===== src/rtl/fetch_pkg.sv =====
// Shared types and constants for the instruction-fetch controller.
// Imported by the controller RTL.
package fetch_pkg;

  typedef enum logic [1:0] {
    IDLE = 2'd0,
    RUN  = 2'd1,
    HALT = 2'd2
  } state_e;

  // The halt opcode is all ones. Users slice the low W bits of this constant.
  localparam int unsigned            HALT_MAX_W = 64;
  localparam logic [HALT_MAX_W-1:0]  HALT_INSTR = '1;

endpackage


===== src/rtl/sat_counter.sv =====
// Up-counter that saturates at all ones instead of wrapping.
// Clear takes priority over En; Reset is synchronous and active-high.
module sat_counter #(
  parameter int unsigned CW = 16
) (
  input  logic          Clk,
  input  logic          Reset,
  input  logic          Clear,
  input  logic          En,
  output logic [CW-1:0] Count
);

  logic [CW-1:0] count_q, count_d;

  always_comb begin
    count_d = count_q;
    if (Clear) begin
      count_d = '0;
    end else if (En && (count_q != '1)) begin
      count_d = count_q + CW'(1);
    end
  end

  always_ff @(posedge Clk) begin
    if (Reset) begin
      count_q <= '0;
    end else begin
      count_q <= count_d;
    end
  end

  assign Count = count_q;

endmodule


===== src/rtl/fetch_ctrl.sv =====
// Instruction-fetch controller: registered PC with sequential, absolute and
// PC-relative redirects, a halt opcode, stall hold and a saturating run-cycle counter.
module fetch_ctrl
  import fetch_pkg::*;
#(
  parameter int unsigned A  = 10,
  parameter int unsigned W  = 9,
  parameter int unsigned CW = 16
) (
  input  logic          Clk,
  input  logic          Reset,
  input  logic          Start,
  input  logic [A-1:0]  StartAddr,
  input  logic          Stall,
  input  logic          BranchEn,
  input  logic          BranchRel,
  input  logic [A-1:0]  Target,
  input  logic [7:0]    Offset,
  input  logic [W-1:0]  InstIn,
  output logic [A-1:0]  InstAddress,
  output logic          Busy,
  output logic          Done,
  output logic [CW-1:0] CycleCount
);

  localparam logic [W-1:0] HaltOp = HALT_INSTR[W-1:0];

  state_e       state_q, state_d;
  logic [A-1:0] pc_q, pc_d;
  logic [A-1:0] off_ext;
  logic         is_halt;
  logic         cnt_clr;
  logic         cnt_en;

  assign off_ext = A'($signed(Offset));
  assign is_halt = (InstIn == HaltOp);

  always_comb begin
    state_d = state_q;
    pc_d    = pc_q;
    cnt_clr = 1'b0;
    cnt_en  = 1'b0;
    case (state_q)
      IDLE, HALT: begin
        if (Start) begin
          state_d = RUN;
          pc_d    = StartAddr;
          cnt_clr = 1'b1;
        end
      end
      RUN: begin
        // A stalled cycle freezes everything, so the halt/branch decode only
        // matters once Stall drops.
        if (!Stall) begin
          cnt_en = 1'b1;
          if (is_halt) begin
            state_d = HALT;
          end else if (BranchEn) begin
            pc_d = BranchRel ? (pc_q + off_ext) : Target;
          end else begin
            pc_d = pc_q + A'(1);
          end
        end
      end
      default: begin
        state_d = IDLE;
      end
    endcase
  end

  always_ff @(posedge Clk) begin
    if (Reset) begin
      state_q <= IDLE;
      pc_q    <= '0;
    end else begin
      state_q <= state_d;
      pc_q    <= pc_d;
    end
  end

  sat_counter #(
    .CW(CW)
  ) u_cycles (
    .Clk  (Clk),
    .Reset(Reset),
    .Clear(cnt_clr),
    .En   (cnt_en),
    .Count(CycleCount)
  );

  assign InstAddress = pc_q;
  assign Busy        = (state_q == RUN);
  assign Done        = (state_q == HALT);

endmodule

===== config.mk =====
export PLATFORM = sky130hd
export DESIGN_NAME = fetch_ctrl
export DESIGN_NICKNAME = d
export VERILOG_FILES = /design/src/rtl/fetch_pkg.sv /design/src/rtl/sat_counter.sv /design/src/rtl/fetch_ctrl.sv
export SDC_FILE = /design/constraint.sdc
export NUM_CORES = 1
export LEC_CHECK = 0
export ABC_AREA = 1
export CELL_PAD_IN_SITES_DETAIL_PLACEMENT = 2
export CELL_PAD_IN_SITES_GLOBAL_PLACEMENT = 2
export CORE_MARGIN = 1
export CORE_UTILIZATION = 26
export CTS_CLUSTER_SIZE = 14
export DETAILED_ROUTE_END_ITERATION = 8
export GPL_TIMING_DRIVEN = 0
export PLACE_DENSITY_LB_ADDON = 0.1
export SYNTH_ARGS = -nofsm -noshare
export SYNTH_HDL_FRONTEND = slang
export SYNTH_SLANG_ARGS = --single-unit

===== constraint.sdc =====
create_clock -name Clk -period 3.52 [get_ports Clk]
set_input_delay 0.352 -clock Clk [delete_from_list [all_inputs] [get_ports Clk]]
set_output_delay 0.352 -clock Clk [all_outputs]
set_load 0.02 [all_outputs]

==> results_dict.tcl, run 1 <==
set metrics [dict create \
    grt_setup_unrepaired "no" \
    layout_worst_path_cycle_share_pct 67.7 \
    floorplan.initialDensity_pct 26.8 \
    dp.cells 557 \
    final.fill_count 1080 \
    critPathArrivalTime_ps 2030 \
    overflow 0 \
    diodes 0 \
    grt_first_pass_wirelength_um 14500 \
    drt_iter0_markers 41 \
    routed_wire_length_um 8530 \
    maxClockFrequency_mhz 420 \
    hold_slack_ps 384 \
    synth-warning-count 0 \
    core_area_um2 8720 \
    deepest_clock_path_buffer_count 2 \
    final_antenna_net_count 0 \
    min_period_ps 2380 \
    tritoncts "yes" \
    wire_per_inst_um 15.2 \
    cts_root_buf "sky130_fd_sc_hd__clkbuf_8" \
    fin_tns_setup_ps 0 \
    netlist-cell-type-count 40 \
    synth-seq-cells 28 \
    sequential_fraction_of_the_synthesis_area_pct 24.0 \
    synth_top_cell_by_area "sky130_fd_sc_hd__dfxtp_1" \
    cts_buffers 3 \
    placement_rows 34 \
    grt_antenna_before_repair 0 \
    data_required_time_at_the_worst_endpoint_ps 3170 \
    htree_num_levels 1 \
    grt_use_total_pct 19.0 \
    post_cts_buffers 0 \
    final_util_pct 37.1 \
    clock_sink_count 28 \
    area_delta_synth_final_pct 38.4 \
    gpl.final_weighted_congestion 0.777 \
    crit_path_end_kind "primary output" \
    fin_skew_ps 14.6 \
    syn-cell-area_um2 2340 \
    worst_setup_path_start_kind "flop" \
    yosys-top-cells-area "sky130_fd_sc_hd__dfxtp_1 (24%), sky130_fd_sc_hd__nand2_1 (15%), sky130_fd_sc_hd__nor2_1 (8.4%)" \
    report.final.hold_viol_count 0 \
    postSynthAreaPerCell_um2 6.15 \
    vias_post_dr 2720 \
    post_cts_resized 0 \
    final-instance-count-excl-fill 561 \
    detailedRoute.firstPassIterationCount 4 \
    via_per_inst 4.85 \
    clkLatencyLatePin_ps 300 \
    drive_gt1_share_pct 5.74 \
    timing.final.setup_violations 0 \
    synthesis.nets 435 \
    worst_hold_path_type "input port to flop" \
    holdBufCountCts 0 \
    worstSetupPathType "flop to primary output" \
    cap_violations 0 \
    io_buffers 69 \
    status "finished clean" \
    vdd_ir_drop_max_mv 0.116 \
    die_h_um 96.8 \
    floorplan.die_area_um2 9370 \
    post-route-drc-count 0 \
    synthesis.instances 380 \
    clk_pin_slew_ps 120 \
    grt_max_degree 17 \
    yosys.area.top_type_share_pct 24.0 \
    maxSlewHeadroom_pct 62.4 \
    tightestPinTransition_ps 564 \
    die_width_um 96.8 \
    power.leakage_nw 1.39 \
    p_per_area_nw_per_um2 302 \
    final-max-slew-violation-count 0 \
    timing.critical_path.fanout_max 10 \
    number_of_global_route_vias_before_repair 2962 \
    nets 509 \
    hpwlAfterDp_um 7010 \
    ioPinCount 71 \
]
[where the power goes]
| part | switching [mW] | internal, mW | leakage, nW |
|---|---|---|---|
| clock | 0.124 | 0.153 | 0.0357 |
| sequential | 0.0317 | 0.332 | 0.228 |
| combinational | 0.189 | 0.147 | 1.13 |
[cell type report]
class | count | area, um2 | share of cell area (%)
clock inverter | 1 | 30.0 | 0.928
clock buffer | 3 | 41.3 | 1.28
tap | 108 | 135 | 4.18
sequential | 28 | 561 | 17.3
inverter | 53 | 204 | 6.31
multi-input combinational | 292 | 1530 | 47.2
buffer | 7 | 45.0 | 1.39
timing repair buffer | 69 | 691 | 21.4
[flip-flops by register name, indices dropped and copies added (netlist names)]
signal          count
state_q             2
InstAddress        10
u_cycles.Count     16
[worst max-delay path, stage by stage (launching register included)]
cell and delay (ps):
sky130_fd_sc_hd__dfxtp_1 360, sky130_fd_sc_hd__inv_2 60, sky130_fd_sc_hd__nand2_4 130, sky130_fd_sc_hd__clkinv_1 320
sky130_fd_sc_hd__buf_2 300, sky130_fd_sc_hd__clkdlybuf4s50_1 560
[routing by layer]
| metal | part of all wire (%) | global-route usage [%] | wire length, um |
|---|---|---|---|
| met4 | 0.91 | 4.13 | 78 |
| met1 | 51 | 26.4 | 4370 |
| met3 | 2.1 | 1.81 | 181 |
| met5 | 0 | 0 | 0 |
| met2 | 46 | 31.6 | 3900 |
[final timing paths]
path,start,endpoint,slack (ps),cells past startpoint
max,state_q[1],Busy,1140,5
min,Reset,InstAddress[7],380,2
max reg2reg,InstAddress[0],InstAddress[2],1350,8
min reg2reg,state_q[1],state_q[1],500,2
[synthesized netlist by cell type, drive strengths merged]
master,instances
nand4,8
nor3b,1
buf,5
inv,52
clkbuf,2
nor3,10
a31oi,2
xor2,7
o211ai,1
dfxtp,28
a21oi,37
nor2,54
nand2,99
clkinv,1
o22ai,1
a211oi,2
xnor2,3
fa,1
ha,11
o221ai,1
o311ai,1
o21a,1
or2,1
nand3,26
o21ai,23
nor4,1
o21bai,1
[through the flow]
step | total power, mW | instance area, um2 | setup WS (ps)
after floorplan | 0.560 | 2340 | 1640
final | 0.977 | 3230 | 1140
after CTS | 0.994 | 3230 | 1100
after detailed placement | 0.712 | 3160 | 984
after global placement | 0.700 | 3160 | 1060
after global routing | 1.04 | 3230 | 1020
[cells in the final DEF (no fill, tap or decap), types with 2 or more instances in the layout]
cell type | Yosys | layout
sky130_fd_sc_hd__a211oi_1 | 2 | 2
sky130_fd_sc_hd__a21oi_1 | 37 | 37
sky130_fd_sc_hd__a31oi_1 | 2 | 2
sky130_fd_sc_hd__buf_2 | 3 | 3
sky130_fd_sc_hd__clkbuf_1 | 2 | 2
sky130_fd_sc_hd__clkbuf_8 | 0 | 3
sky130_fd_sc_hd__clkdlybuf4s50_1 | 0 | 69
sky130_fd_sc_hd__dfxtp_1 | 28 | 28
sky130_fd_sc_hd__ha_1 | 11 | 11
sky130_fd_sc_hd__inv_1 | 48 | 48
sky130_fd_sc_hd__inv_2 | 3 | 3
sky130_fd_sc_hd__nand2_1 | 96 | 96
sky130_fd_sc_hd__nand2_4 | 2 | 2
sky130_fd_sc_hd__nand3_1 | 24 | 24
sky130_fd_sc_hd__nand4_1 | 8 | 8
sky130_fd_sc_hd__nor2_1 | 52 | 52
sky130_fd_sc_hd__nor3_1 | 7 | 7
sky130_fd_sc_hd__nor3_4 | 2 | 2
sky130_fd_sc_hd__o21ai_0 | 21 | 21
sky130_fd_sc_hd__o21ai_1 | 2 | 2
sky130_fd_sc_hd__xnor2_1 | 3 | 3
sky130_fd_sc_hd__xor2_1 | 7 | 7
[cells by family after synthesis]
kind of cell,share of synthesized area [%]
flip-flops,24.0
buffers and inverters,10.7
adder cells (fa/ha/maj),6.75
AND/OR/NAND/NOR,38.6
AO/OA/AOI/OAI,16.3
XOR/XNOR,3.75
Power figures use the tool's default switching activity.
==> inputs of run 2 (changes only) <==
Settings changed: CORE_UTILIZATION 26 to 24.
Clock period 3.52 ns to 2.4 ns, I/O delays scaled along.
==> results_dict.tcl, run 2 (synthesis results as in run 1) <==
set metrics [dict create \
    grt_setup_unrepaired "no" \
    met1_routed_wirelength_after_detailed_routing_um 4430 \
    hold-path-cell-count 2 \
    die_h_um 101 \
    holdBufCountCts 0 \
    final_antenna_net_count 0 \
    core_area_um2 9330 \
    via_per_inst 4.68 \
    drive_gt1_share_pct 5.75 \
    p_per_area_nw_per_um2 400 \
    worst_setup_path_start_kind "flop" \
    cap_violations 0 \
    routed_wire_length_um 8520 \
    r2r_cells 12 \
    mostFrequentLayoutCells "sky130_fd_sc_hd__nand2_1 (96), sky130_fd_sc_hd__clkdlybuf4s50_1 (69), sky130_fd_sc_hd__nor2_1 (52)" \
    post-route-drc-count 0 \
    data_required_time_at_the_worst_endpoint_ps 2160 \
    worstSetupPathType "flop to primary output" \
    report.final.hold_viol_count 0 \
    fin_skew_ps 6.52 \
    grt_first_pass_wirelength_um 14300 \
    design_area_um2 3230 \
    detailroute.wirelength.met3_um 304 \
    min_period_ps 2240 \
    hpwlAfterDp_um 7180 \
    htree_num_levels 1 \
    grt_use_total_pct 17.8 \
    status "finished clean" \
    seq_power_share_pct 41.1 \
    tightestPinTransition_ps 506 \
    area_delta_synth_final_pct 38.4 \
    detailedRoute.firstPassIterationCount 4 \
    critPathArrivalTime_ps 2000 \
    maxClockFrequency_mhz 447 \
    fin_tns_setup_ps 0 \
    sw_frac_of_total_pct 36.9 \
    p_sw_mw 0.477 \
    crit_path_end_kind "primary output" \
    diodes 0 \
    cts_buffers 3 \
    critical_path.reg2reg.startpoint "InstAddress[0]" \
    vdd_ir_drop_max_mv 0.271 \
    timing.final.setup_violations 0 \
    clock_power_share_pct 20.6 \
    floorplan.initialDensity_pct 25.1 \
    layout_worst_path_cycle_share_pct 93.2 \
    final.fill_count 1137 \
    flip_flop_count_of_the_largest_register_after_layout 16 \
    die_width_um 101 \
    vias_post_dr 2718 \
    wire_per_inst_um 14.7 \
    dpl-instance-area_um2 3190 \
    worst_hold_path_type "input port to flop" \
    critical_path.reg2reg.endpoint "InstAddress[6]" \
    placement_rows 35 \
    maxSlewHeadroom_pct 66.3 \
    floorplan.die_area_um2 10100 \
    number_of_global_route_vias_before_repair 2914 \
    start_point_of_the_worst_min_delay_path "Reset" \
    ioPinCount 71 \
    comb_power_share_pct 38.3 \
    post_cts_buffers 0 \
    final_common_cell "sky130_fd_sc_hd__nand2_1" \
    final-max-slew-violation-count 0 \
    routed.top_layer "met4" \
    grt_max_degree 15 \
    nets 509 \
    timing.critical_path.fanout_max 10 \
    overflow 0 \
    gpl.final_weighted_congestion 0.770 \
    whs_endpoint "InstAddress[8]" \
    grt_antenna_before_repair 0 \
    drt_iter0_markers 36 \
    p_int_mw 0.816 \
    clkLatencyLatePin_ps 280 \
    deepest_clock_path_buffer_count 2 \
    io_buffers 69 \
    clk_pin_slew_ps 100 \
    power.leakage_nw 1.37 \
    wl_met2_um 3760 \
    clock_sink_count 28 \
    tritoncts "yes" \
    cts_root_buf "sky130_fd_sc_hd__clkbuf_8" \
    r2r_slack_ps 220 \
]
==> run 2: worst max-delay path by stage <==
stage,startpoint,endpoint
4_1_cts,state_q[1],Busy
3_3_place_gp,Offset[0],InstAddress[6]
2_1_floorplan,InstAddress[0],InstAddress[2]
5_1_grt,state_q[0],Busy
3_5_place_dp,Offset[0],InstAddress[6]
6_report,state_q[0],Busy
==> run 2: critical path, stage by stage (launching register included) <==
cell                              delay (ps)
sky130_fd_sc_hd__dfxtp_1                 440
sky130_fd_sc_hd__nand2_4                 150
sky130_fd_sc_hd__clkinvlp_4              220
sky130_fd_sc_hd__buf_2                   270
sky130_fd_sc_hd__clkdlybuf4s50_1         640
==> run 2: power groups by stage <==
stage	Sequential, mW	Clock [mW]	Combinational (mW)
2_1_floorplan	0.551	0	0.271
3_3_place_gp	0.544	0	0.483
3_5_place_dp	0.543	0	0.502
4_1_cts	0.533	0.282	0.505
5_1_grt	0.536	0.295	0.563
6_report	0.531	0.267	0.496
==> run 2: timing repair <==
| action | 4_1_cts | 5_1_grt |
|---|---|---|
| endpoints found under the setup margin | 0 | 1 |
| endpoints found under the hold margin | 0 | 0 |
| resized for setup | 0 | 1 |
==> run 2: routing by layer <==
metal | GRT usage [%] | vias up
li1 | - | 1382
met3 | 2.29 | 2
met2 | 30.2 | 50
met1 | 24.8 | 1284
met4 | 1.67 | 0
met5 | 0 | -
==> run 2: metrics by stage <==
stage                     utilization [%]  cells  power [mW]  hold WS [ps]  setup WS [ps]
after floorplan                         -    380       0.822           432            516
after global placement               34.2    578        1.03           467          -6.50
after detailed placement             34.2    578        1.04           487          -35.1
after CTS                            34.6    581        1.32           274           72.7
after global routing                 34.7    581        1.39           294           26.2
final                                34.7    581        1.29           280            164
==> run 2: final cells by class <==
cell class | instances | area, um2 | share of cell area, %
clock buffers | 3 | 41.3 | 1.28
well taps | 129 | 161 | 4.99
repair buffers | 69 | 691 | 21.4
multi-input cells | 292 | 1530 | 47.2
plain buffers | 7 | 45.0 | 1.39
inverters | 53 | 208 | 6.42
flip-flops and latches | 28 | 561 | 17.3
